[config.mk]
export PLATFORM = sky130hd
export DESIGN_NAME = dac_spi
export DESIGN_NICKNAME = d
export VERILOG_FILES = /design/src/rtl/wave_gen_pkg.sv /design/src/rtl/spi_tick_gen.sv /design/src/rtl/dac_spi.sv
export SDC_FILE = /design/constraint.sdc
export NUM_CORES = 1
export LEC_CHECK = 0
export BUFFER_PORTS_ARGS = -buffer_cell sky130_fd_sc_hd__buf_4
export CAP_MARGIN = 20
export CORE_MARGIN = 4
export CORE_UTILIZATION = 35
export DETAILED_ROUTE_END_ITERATION = 8
export PLACE_DENSITY = 0.57
export SYNTH_ARGS = -nofsm -noshare
export SYNTH_HDL_FRONTEND = slang
export SYNTH_SLANG_ARGS = --single-unit
[constraint.sdc]
create_clock -name clk_tx -period 2.55 [get_ports clk_tx]
set_input_delay 0.255 -clock clk_tx [delete_from_list [all_inputs] [get_ports clk_tx]]
set_output_delay 0.255 -clock clk_tx [all_outputs]
set_load 0.01 [all_outputs]
[src/rtl/wave_gen_pkg.sv]
// +----------------------------------------------------------------------+
// | wave_gen_pkg : shared DAC frame constants and SPI FSM state encoding  |
// | Revision     : 1.0                                                    |
// +----------------------------------------------------------------------+
`default_nettype none

package wave_gen_pkg;

   localparam int unsigned c_frame_w   = 24;
   localparam logic [7:0]  c_dac_cmd   = 8'h3F;
   localparam logic [4:0]  c_last_bit  = 5'd23;

   typedef enum logic [2:0] {
      ST_IDLE     = 3'd0,
      ST_CS_SETUP = 3'd1,
      ST_SHIFT    = 3'd2,
      ST_CS_HOLD  = 3'd3,
      ST_CS_GAP   = 3'd4
   } state_t;

endpackage

`default_nettype wire

[src/rtl/spi_tick_gen.sv]
// +----------------------------------------------------------------------+
// | spi_tick_gen : half-period timer with terminal-count pulse            |
// | Revision     : 1.0                                                    |
// +----------------------------------------------------------------------+
`default_nettype none

module spi_tick_gen #(
   parameter int unsigned HALF_DIV = 2
) (
   input  logic clk_tx,
   input  logic rst_clk_tx,
   input  logic i_en,
   output logic o_tick,
   output logic o_pre_tick
);

   localparam logic [7:0] c_tc      = 8'(HALF_DIV - 1);
   localparam logic       c_has_pre = (HALF_DIV >= 2);
   localparam logic [7:0] c_pre_tc  = c_has_pre ? 8'(HALF_DIV - 2) : 8'd0;

   logic [7:0] r_cnt;

   // Held at zero while disabled so every phase starts from a clean count.
   always_ff @(posedge clk_tx or posedge rst_clk_tx) begin
      if (rst_clk_tx) begin
         r_cnt <= 8'd0;
      end else if (!i_en || (r_cnt == c_tc)) begin
         r_cnt <= 8'd0;
      end else begin
         r_cnt <= r_cnt + 8'd1;
      end
   end

   assign o_tick     = i_en && (r_cnt == c_tc);
   assign o_pre_tick = c_has_pre && i_en && (r_cnt == c_pre_tc);

endmodule

`default_nettype wire

[src/rtl/dac_spi.sv]
// +----------------------------------------------------------------------+
// | dac_spi  : serialises {DAC_CMD, sample} as a 24-bit SPI mode-0 frame  |
// | Revision : 1.0                                                        |
// +----------------------------------------------------------------------+
`default_nettype none

module dac_spi
   import wave_gen_pkg::*;
#(
   parameter int unsigned SPI_HALF_DIV = 2,
   parameter logic [7:0]  DAC_CMD      = c_dac_cmd
) (
   input  logic        clk_tx,
   input  logic        rst_clk_tx,
   input  logic        samp_val,
   input  logic [15:0] samp,
   output logic        samp_rdy,
   output logic        spi_clk_o,
   output logic        spi_mosi_o,
   output logic        dac_cs_n_o,
   output logic        frame_done
);

   state_t                 r_state, w_state;
   logic [4:0]             r_bit_cnt, w_bit_cnt;
   logic [c_frame_w-1:0]   r_shreg, w_shreg;
   logic                   r_cs_n, w_cs_n;
   logic                   r_sclk, w_sclk;
   logic                   r_rdy, w_rdy;
   logic                   r_done, w_done;
   logic                   w_tick, w_pre_tick;

   spi_tick_gen #(
      .HALF_DIV (SPI_HALF_DIV)
   ) u_tick (
      .clk_tx     (clk_tx),
      .rst_clk_tx (rst_clk_tx),
      .i_en       (r_state != ST_IDLE),
      .o_tick     (w_tick),
      .o_pre_tick (w_pre_tick)
   );

   always_ff @(posedge clk_tx or posedge rst_clk_tx) begin
      if (rst_clk_tx) begin
         r_state   <= ST_IDLE;
         r_bit_cnt <= 5'd0;
         r_shreg   <= '0;
         r_cs_n    <= 1'b1;
         r_sclk    <= 1'b0;
         r_rdy     <= 1'b0;
         r_done    <= 1'b0;
      end else begin
         r_state   <= w_state;
         r_bit_cnt <= w_bit_cnt;
         r_shreg   <= w_shreg;
         r_cs_n    <= w_cs_n;
         r_sclk    <= w_sclk;
         r_rdy     <= w_rdy;
         r_done    <= w_done;
      end
   end

   // spi_clk_o itself marks the low/high phase of the current bit.
   always_comb begin
      w_state   = r_state;
      w_bit_cnt = r_bit_cnt;
      w_shreg   = r_shreg;
      w_cs_n    = r_cs_n;
      w_sclk    = r_sclk;
      w_rdy     = 1'b0;
      w_done    = 1'b0;
      case (r_state)
         ST_IDLE: begin
            if (samp_val && r_rdy) begin
               w_state   = ST_CS_SETUP;
               w_shreg   = {DAC_CMD, samp};
               w_bit_cnt = 5'd0;
               w_cs_n    = 1'b0;
               w_sclk    = 1'b0;
            end else begin
               w_rdy  = 1'b1;
               w_cs_n = 1'b1;
               w_sclk = 1'b0;
            end
         end
         ST_CS_SETUP: begin
            if (w_tick) begin
               w_state = ST_SHIFT;
            end
         end
         ST_SHIFT: begin
            if (w_tick) begin
               if (!r_sclk) begin
                  w_sclk = 1'b1;
               end else if (r_bit_cnt == c_last_bit) begin
                  w_sclk  = 1'b0;
                  w_state = ST_CS_HOLD;
               end else begin
                  // Data advances only on the falling edge of spi_clk_o.
                  w_sclk    = 1'b0;
                  w_bit_cnt = r_bit_cnt + 5'd1;
                  w_shreg   = {r_shreg[c_frame_w-2:0], 1'b0};
               end
            end
         end
         ST_CS_HOLD: begin
            if (w_tick) begin
               w_state = ST_CS_GAP;
               w_cs_n  = 1'b1;
               w_shreg = '0;
               w_done  = (SPI_HALF_DIV == 1);
            end
         end
         ST_CS_GAP: begin
            // Registered pulse lands on the final gap cycle.
            w_done = w_pre_tick;
            if (w_tick) begin
               w_state = ST_IDLE;
               w_rdy   = 1'b1;
            end
         end
         default: begin
            w_state = ST_IDLE;
            w_cs_n  = 1'b1;
            w_sclk  = 1'b0;
         end
      endcase
   end

   assign samp_rdy   = r_rdy;
   assign spi_clk_o  = r_sclk;
   assign spi_mosi_o = r_shreg[c_frame_w-1];
   assign dac_cs_n_o = r_cs_n;
   assign frame_done = r_done;

endmodule

`default_nettype wire

### After elaboration in Yosys (flattened, before gate mapping)

Cells that the tools add are included.

* $add $sub $neg: 2
* reductions and logical operators: 17
* mux-type cells: 29
* bitwise logic cells: 2
* equality and inequality tests: 14

Operator list (count)
* 2-to-1 mux 24 bit: 5
* one-hot mux 24 bit (3 select lines): 1
* 2-to-1 mux 3 bit: 7
* 2-to-1 mux 5 bit: 4
* one-hot mux 3 bit (5 select lines): 1
* one-hot mux 5 bit (2 select lines): 1
* adder 8 x 1 -> 8 bit, second input constant: 1
* equality test 8 x 1 -> 1 bit, second input constant: 1
* zero test 8 bit: 1
* 2-to-1 mux 8 bit: 1
* inequality test 2 x 1 -> 1 bit, second input constant: 4
* inequality test 2 bit, second input constant: 4
* AND reduction 7 bit: 1
* equality test 3 x 2 -> 1 bit, second input constant: 2
* 2-to-1 mux 1 bit: 6
* AND reduction 6 bit: 1
* nonzero test 3 bit: 2
* OR reduction 3 bit: 2
* adder 5 x 1 -> 5 bit, second input constant: 1
* equality test 5 bit, second input constant: 1
* AND reduction 5 bit: 1
* one-hot mux 1 bit (2 select lines): 2
* AND reduction 2 bit: 2
* equality test 3 x 1 -> 1 bit, second input constant: 1
* 8 further kinds: 11

* logic and storage cells: 72
* flip-flop bits (word level): 44
* output and inout port bits: 5

### Logic depth before layout (Yosys ltp)

* depth after elaboration: 5
* gate-level depth with buffers: 7
* gate-level depth less buffers: 6

### Modules after synthesis

From an unflattened synthesis, not the netlist that was laid out.

* cells, all modules: 227
* area, all modules: 2338.5 um^2

By module, submodules not included
* dac_spi: cells an instance 181, times used 1, area each 1893.1 um^2
* spi_tick_gen: cells an instance 46, times used 1, area each 445.4 um^2

### Least setup slack after synthesis

Ideal clock, no wire load.

* path type: register to register
* start point: reg u_tick.r_cnt[1]
* end point: reg r_shreg[10]
* library setup time: 0.125 ns
* required time: 2.425 ns
* path buffers: 1
* arrival time: 1.884 ns
* cell stages (with the launch flop): 8
* setup slack: 0.541 ns
* cells stage by stage: dfrtp_1 -> inv_1 -> ha_1 -> nor3b_2 -> o211ai_1 -> a221oi_4 -> buf_6 -> mux2_2

* word-level cells in the longest chain between the ends: 4
* elaborated cells on any way between the ends: 5

RTL lines
* start, declared: line spi_tick_gen.sv:21 `logic [7:0] r_cnt;`
* start signal, assigned: line spi_tick_gen.sv:30 `r_cnt <= r_cnt + 8'd1;`
* equality test 8 x 1 -> 1 bit (*): line spi_tick_gen.sv:34 `assign o_tick = i_en && (r_cnt == c_tc);`
* logical AND 1 bit (*): line spi_tick_gen.sv:34
* inequality test 2 x 1 -> 1 bit (no source line)
* AND reduction 6 bit (no source line) (*)
* end signal, assigned: line dac_spi.sv:55 `r_shreg <= w_shreg;`
* end, declared: line dac_spi.sv:26 `logic [c_frame_w-1:0] r_shreg, w_shreg;`

Mark *: on every way between the ends. The rest lies on a longest branch, timed or not.
A chain may end at the register's enable or synchronous reset.

### Final worst setup path

* start point: reg r_state[2]
* end point: reg r_shreg[16]

* word-level cells in the longest chain between the ends: 4
* elaborated cells on any way between the ends: 13

RTL lines
* start, declared: line dac_spi.sv:24 `state_t r_state, w_state;`
* start signal, assigned: line dac_spi.sv:53 `r_state <= w_state;`
* nonzero test 3 bit: line dac_spi.sv:38 `.i_en (r_state != ST_IDLE),`
* logical AND 1 bit: line spi_tick_gen.sv:34
* inequality test 2 x 1 -> 1 bit (no source line)
* AND reduction 6 bit (no source line)

Several ways; a longest one is shown, not always the timed one.

==> out/qor.json <==
{
  "status": {"value": "finished, final reports clean"},
  "drive_above_1_share": {"value": 26.6, "unit": "%"},
  "crit_buf_inv": {"value": 2},
  "ctsLongestPathBuffers": {"value": 2},
  "synth_xor_xnor_area_share": {"value": 2.75, "unit": "%"},
  "root_buffer": {"value": "sky130_fd_sc_hd__clkbuf_8"},
  "synth-compound-area-share": {"value": 14.4, "unit": "%"},
  "finalHoldViolCount": {"value": 0},
  "synth-main-ff-cell": {"value": "sky130_fd_sc_hd__dfrtp_1"},
  "postCtsSetupRepairBufs": {"value": 0},
  "main_combinational_cell_family_by_area_after_synthesis": {"value": "compound AO/OA/AOI/OAI gates"},
  "grt_max_degree": {"value": 24},
  "antenna_diodes": {"value": 0},
  "number_of_synthesized_register_bits": {"value": 44},
  "areaGrowthSynthToFinish": {"value": 17.4, "unit": "%"},
  "grt_antenna_before_repair": {"value": 0},
  "wirelength_per_cell": {"value": 14.0, "unit": "µm"},
  "wirelength": {"value": 4330, "unit": "µm"},
  "rsz0062_at_grt": {"value": "no"},
  "synthSimpleGateAreaFrac": {"value": 14.3, "unit": "%"},
  "period_minus_slack": {"value": 2150, "unit": "ps"},
  "dr_total_vias": {"value": 1616},
  "drv_cap": {"value": 0},
  "number_of_buffers_created_by_cts": {"value": 5},
  "synth_cell_type_count": {"value": 45},
  "adder_cell_fraction_of_synth_area": {"value": 2.24, "unit": "%"},
  "h-tree-depth": {"value": 2},
  "post_synth_instance_area": {"value": 0.00223, "unit": "mm²"},
  "first_pass_grt_wire_length": {"value": 7180, "unit": "µm"},
  "maximum_achievable_frequency": {"value": 464, "unit": "MHz"},
  "start_util": {"value": 36.8, "unit": "%"},
  "dr.pass1.iters": {"value": 4},
  "die_height": {"value": 87.9, "unit": "µm"},
  "endpoint_kind_of_the_worst_setup_timing_path": {"value": "register"},
  "die-area": {"value": 0.00772, "unit": "mm²"},
  "design.core.area": {"value": 0.00606, "unit": "mm²"},
  "critical_path.cell_chain": {"value": "or3_1, a221oi_4, buf_4, buf_4, mux2i_1"},
  "synth.avg_cell_area": {"value": 11.0, "unit": "µm²"},
  "final_cells": {"value": 308},
  "hold_class": {"value": "in2reg"},
  "asyncSetResetFlopFracSynth": {"value": 100, "unit": "%"},
  "ir_drop": {"value": 0.000457, "unit": "V"},
  "yosys_warns": {"value": 0},
  "dpl.hpwl": {"value": 3040, "unit": "µm"},
  "top_level_ports": {"value": 24},
  "worst-path-max-fanout": {"value": 19},
  "total_power": {"value": 2.92, "unit": "mW"},
  "pwr_density_cell": {"value": 1110, "unit": "mW/mm²"},
  "timing.critical_path.slowest_cell_delay": {"value": 530, "unit": "ps"},
  "mostFrequentLayoutCells": {"value": "sky130_fd_sc_hd__dfrtp_1, sky130_fd_sc_hd__buf_4, sky130_fd_sc_hd__nand3_1, sky130_fd_sc_hd__a22o_1"},
  "net_count_reported_at_finish": {"value": 256},
  "arrival": {"value": 2370, "unit": "ps"},
  "global_route.usage.total": {"value": 12.0, "unit": "%"},
  "mappedNetlistNets": {"value": 226},
  "place.gp.congestion": {"value": 0.808},
  "placedCellCount": {"value": 300},
  "r2r_start": {"value": "r_state[2]"},
  "final.period_utilization": {"value": 84.5, "unit": "%"},
  "setup-tns-final": {"value": 0, "unit": "ps"},
  "tritoncts": {"value": "done"},
  "crit_type": {"value": "reg2reg"},
  "max-slew-margin-rel": {"value": 54.5, "unit": "%"},
  "tritoncts_num_sinks": {"value": 44},
  "postRouteAntennaNets": {"value": 0},
  "synth.area.mux_share": {"value": 11.8, "unit": "%"},
  "total_global_routing_overflow": {"value": 0},
  "ys_seq_area_share": {"value": 49.4, "unit": "%"},
  "fin_skew": {"value": 5.20, "unit": "ps"},
  "worst_path_max_delay_cell": {"value": "sky130_fd_sc_hd__or3_1"},
  "die_w": {"value": 87.9, "unit": "µm"},
  "routed_via_density": {"value": 5.25},
  "drc_errors": {"value": 0},
  "worst_ep_required_time": {"value": 2770, "unit": "ps"},
  "power.static_leakage": {"value": 1.20, "unit": "nW"},
  "setup_violations": {"value": 0},
  "crit_start": {"value": "r_state[2]"},
  "most_frequent_cp_cell": {"value": "sky130_fd_sc_hd__buf_4"},
  "worst_path_dominant_cell_family": {"value": "buffers and inverters"},
  "hold_wc_startpoint": {"value": "samp[0]"},
  "buffer_ports.inserted": {"value": 23},
  "clk-insertion-delay-late": {"value": 300, "unit": "ps"},
  "timing.final.max_slew_violations": {"value": 0},
  "most_common_cell_after_layout_fill_and_taps_aside": {"value": "sky130_fd_sc_hd__dfrtp_1"},
  "core.rowCount": {"value": 28},
  "cts.repair.resized": {"value": 0},
  "timing.critical_path.from_type": {"value": "register"},
  "tightest_slew": {"value": 683, "unit": "ps"},
  "grt_pass1_vias": {"value": 1493},
  "drt_first_iter_violations": {"value": 80},
  "synth_enable_flop_cells": {"value": 0},
  "cell_count_after_synthesis": {"value": 203},
  "cts.reportedPaths.clkPinSlew": {"value": 80, "unit": "ps"}
}
-- metal layers --
| layer | GRT usage [%] | routed length (µm) | vias up |
|---|---|---|---|
| met2 | 17.9 | 1970 | 24 |
| li1 | - | - | 785 |
| met1 | 16.6 | 2120 | 801 |
| met4 | 5.02 | 68 | 0 |
| met5 | 0 | 0 | - |
| met3 | 3.10 | 164 | 6 |
-- through the flow --
step	util [%]	cell area (µm²)	hold slack, ps	setup slack, ps
final	43.2	2620	205	396
after global routing	43.2	2620	213	269
after CTS	43.2	2620	200	361
after detailed placement	41.5	2510	257	389
after global placement	41.5	2510	257	440
after floorplan	-	2230	392	541
-- worst paths after layout --
path,endpoint,slack (ps),depth (start not counted)
setup / recovery,r_shreg[16],400,5
hold / removal,r_shreg[0],210,3
setup reg to reg,r_shreg[16],400,5
hold reg to reg,r_shreg[8],510,1
max in group asynchronous,dac_cs_n_o,1470,4
min in group asynchronous,r_shreg[0],480,3
-- registers in the layout (all words and copies together) (netlist names) --
register      cells
samp_rdy          1
r_bit_cnt         5
u_tick.r_cnt      8
dac_cs_n_o        1
r_state           3
r_shreg          24
frame_done        1
spi_clk_o         1
-- synthesized netlist by cell type (2+ instances only) --
master	count	area share, %
sky130_fd_sc_hd__xor2_1	6	2.4
sky130_fd_sc_hd__a21oi_1	7	1.6
sky130_fd_sc_hd__nand3_1	19	4.3
sky130_fd_sc_hd__buf_2	2	0.45
sky130_fd_sc_hd__buf_6	2	1.0
sky130_fd_sc_hd__clkbuf_1	6	1.0
sky130_fd_sc_hd__and3_1	3	0.84
sky130_fd_sc_hd__mux2i_1	9	4.0
sky130_fd_sc_hd__mux2_2	14	7.1
sky130_fd_sc_hd__dfrtp_1	43	48
sky130_fd_sc_hd__nor2_1	13	2.2
sky130_fd_sc_hd__a22o_1	16	6.3
sky130_fd_sc_hd__nand4_1	2	0.56
sky130_fd_sc_hd__inv_1	15	2.5
sky130_fd_sc_hd__ha_1	4	2.2
sky130_fd_sc_hd__nand2_1	7	1.2
sky130_fd_sc_hd__a31oi_1	2	0.56
sky130_fd_sc_hd__o21ai_0	5	1.1
sky130_fd_sc_hd__nor3b_2	2	1.1
-- where the power goes --
group | switching, mW | internal (mW)
Clock | 0.234 | 0.242
Sequential | 0.222 | 0.961
Combinational | 0.620 | 0.640
Total | 1.08 | 1.84
-- cell type report --
cell class | instances | area (µm²)
inverter | 15 | 56.3
sequential | 44 | 1100
multi-input combinational | 133 | 1010
tap | 75 | 93.8
clock buffer | 7 | 96.3
fill | 586 | 3440
timing repair buffer | 34 | 258
-- repair_timing --
action	4_1_cts	5_1_grt
endpoints found under the hold margin	12	0
hold buffers	1	0
setup endpoints to repair	0	0
-- cells by family after synthesis --
group | after synthesis
AOI/OAI and AO/OA | 41
xor gates and xnor gates | 7
DFF | 44
adders and majority gates | 4
buffers and inverters | 26
muxes | 24
and+or+nand+nor | 57
-- worst reg2reg max path, cell delays in order (launching register included) --
cell and delay, ps:
sky130_fd_sc_hd__dfrtp_1 510, sky130_fd_sc_hd__or3_1 530, sky130_fd_sc_hd__a221oi_4 280, sky130_fd_sc_hd__buf_4 310, sky130_fd_sc_hd__buf_4 230, sky130_fd_sc_hd__mux2i_1 210
No activity file was read; power rests on OpenSTA's default activity.
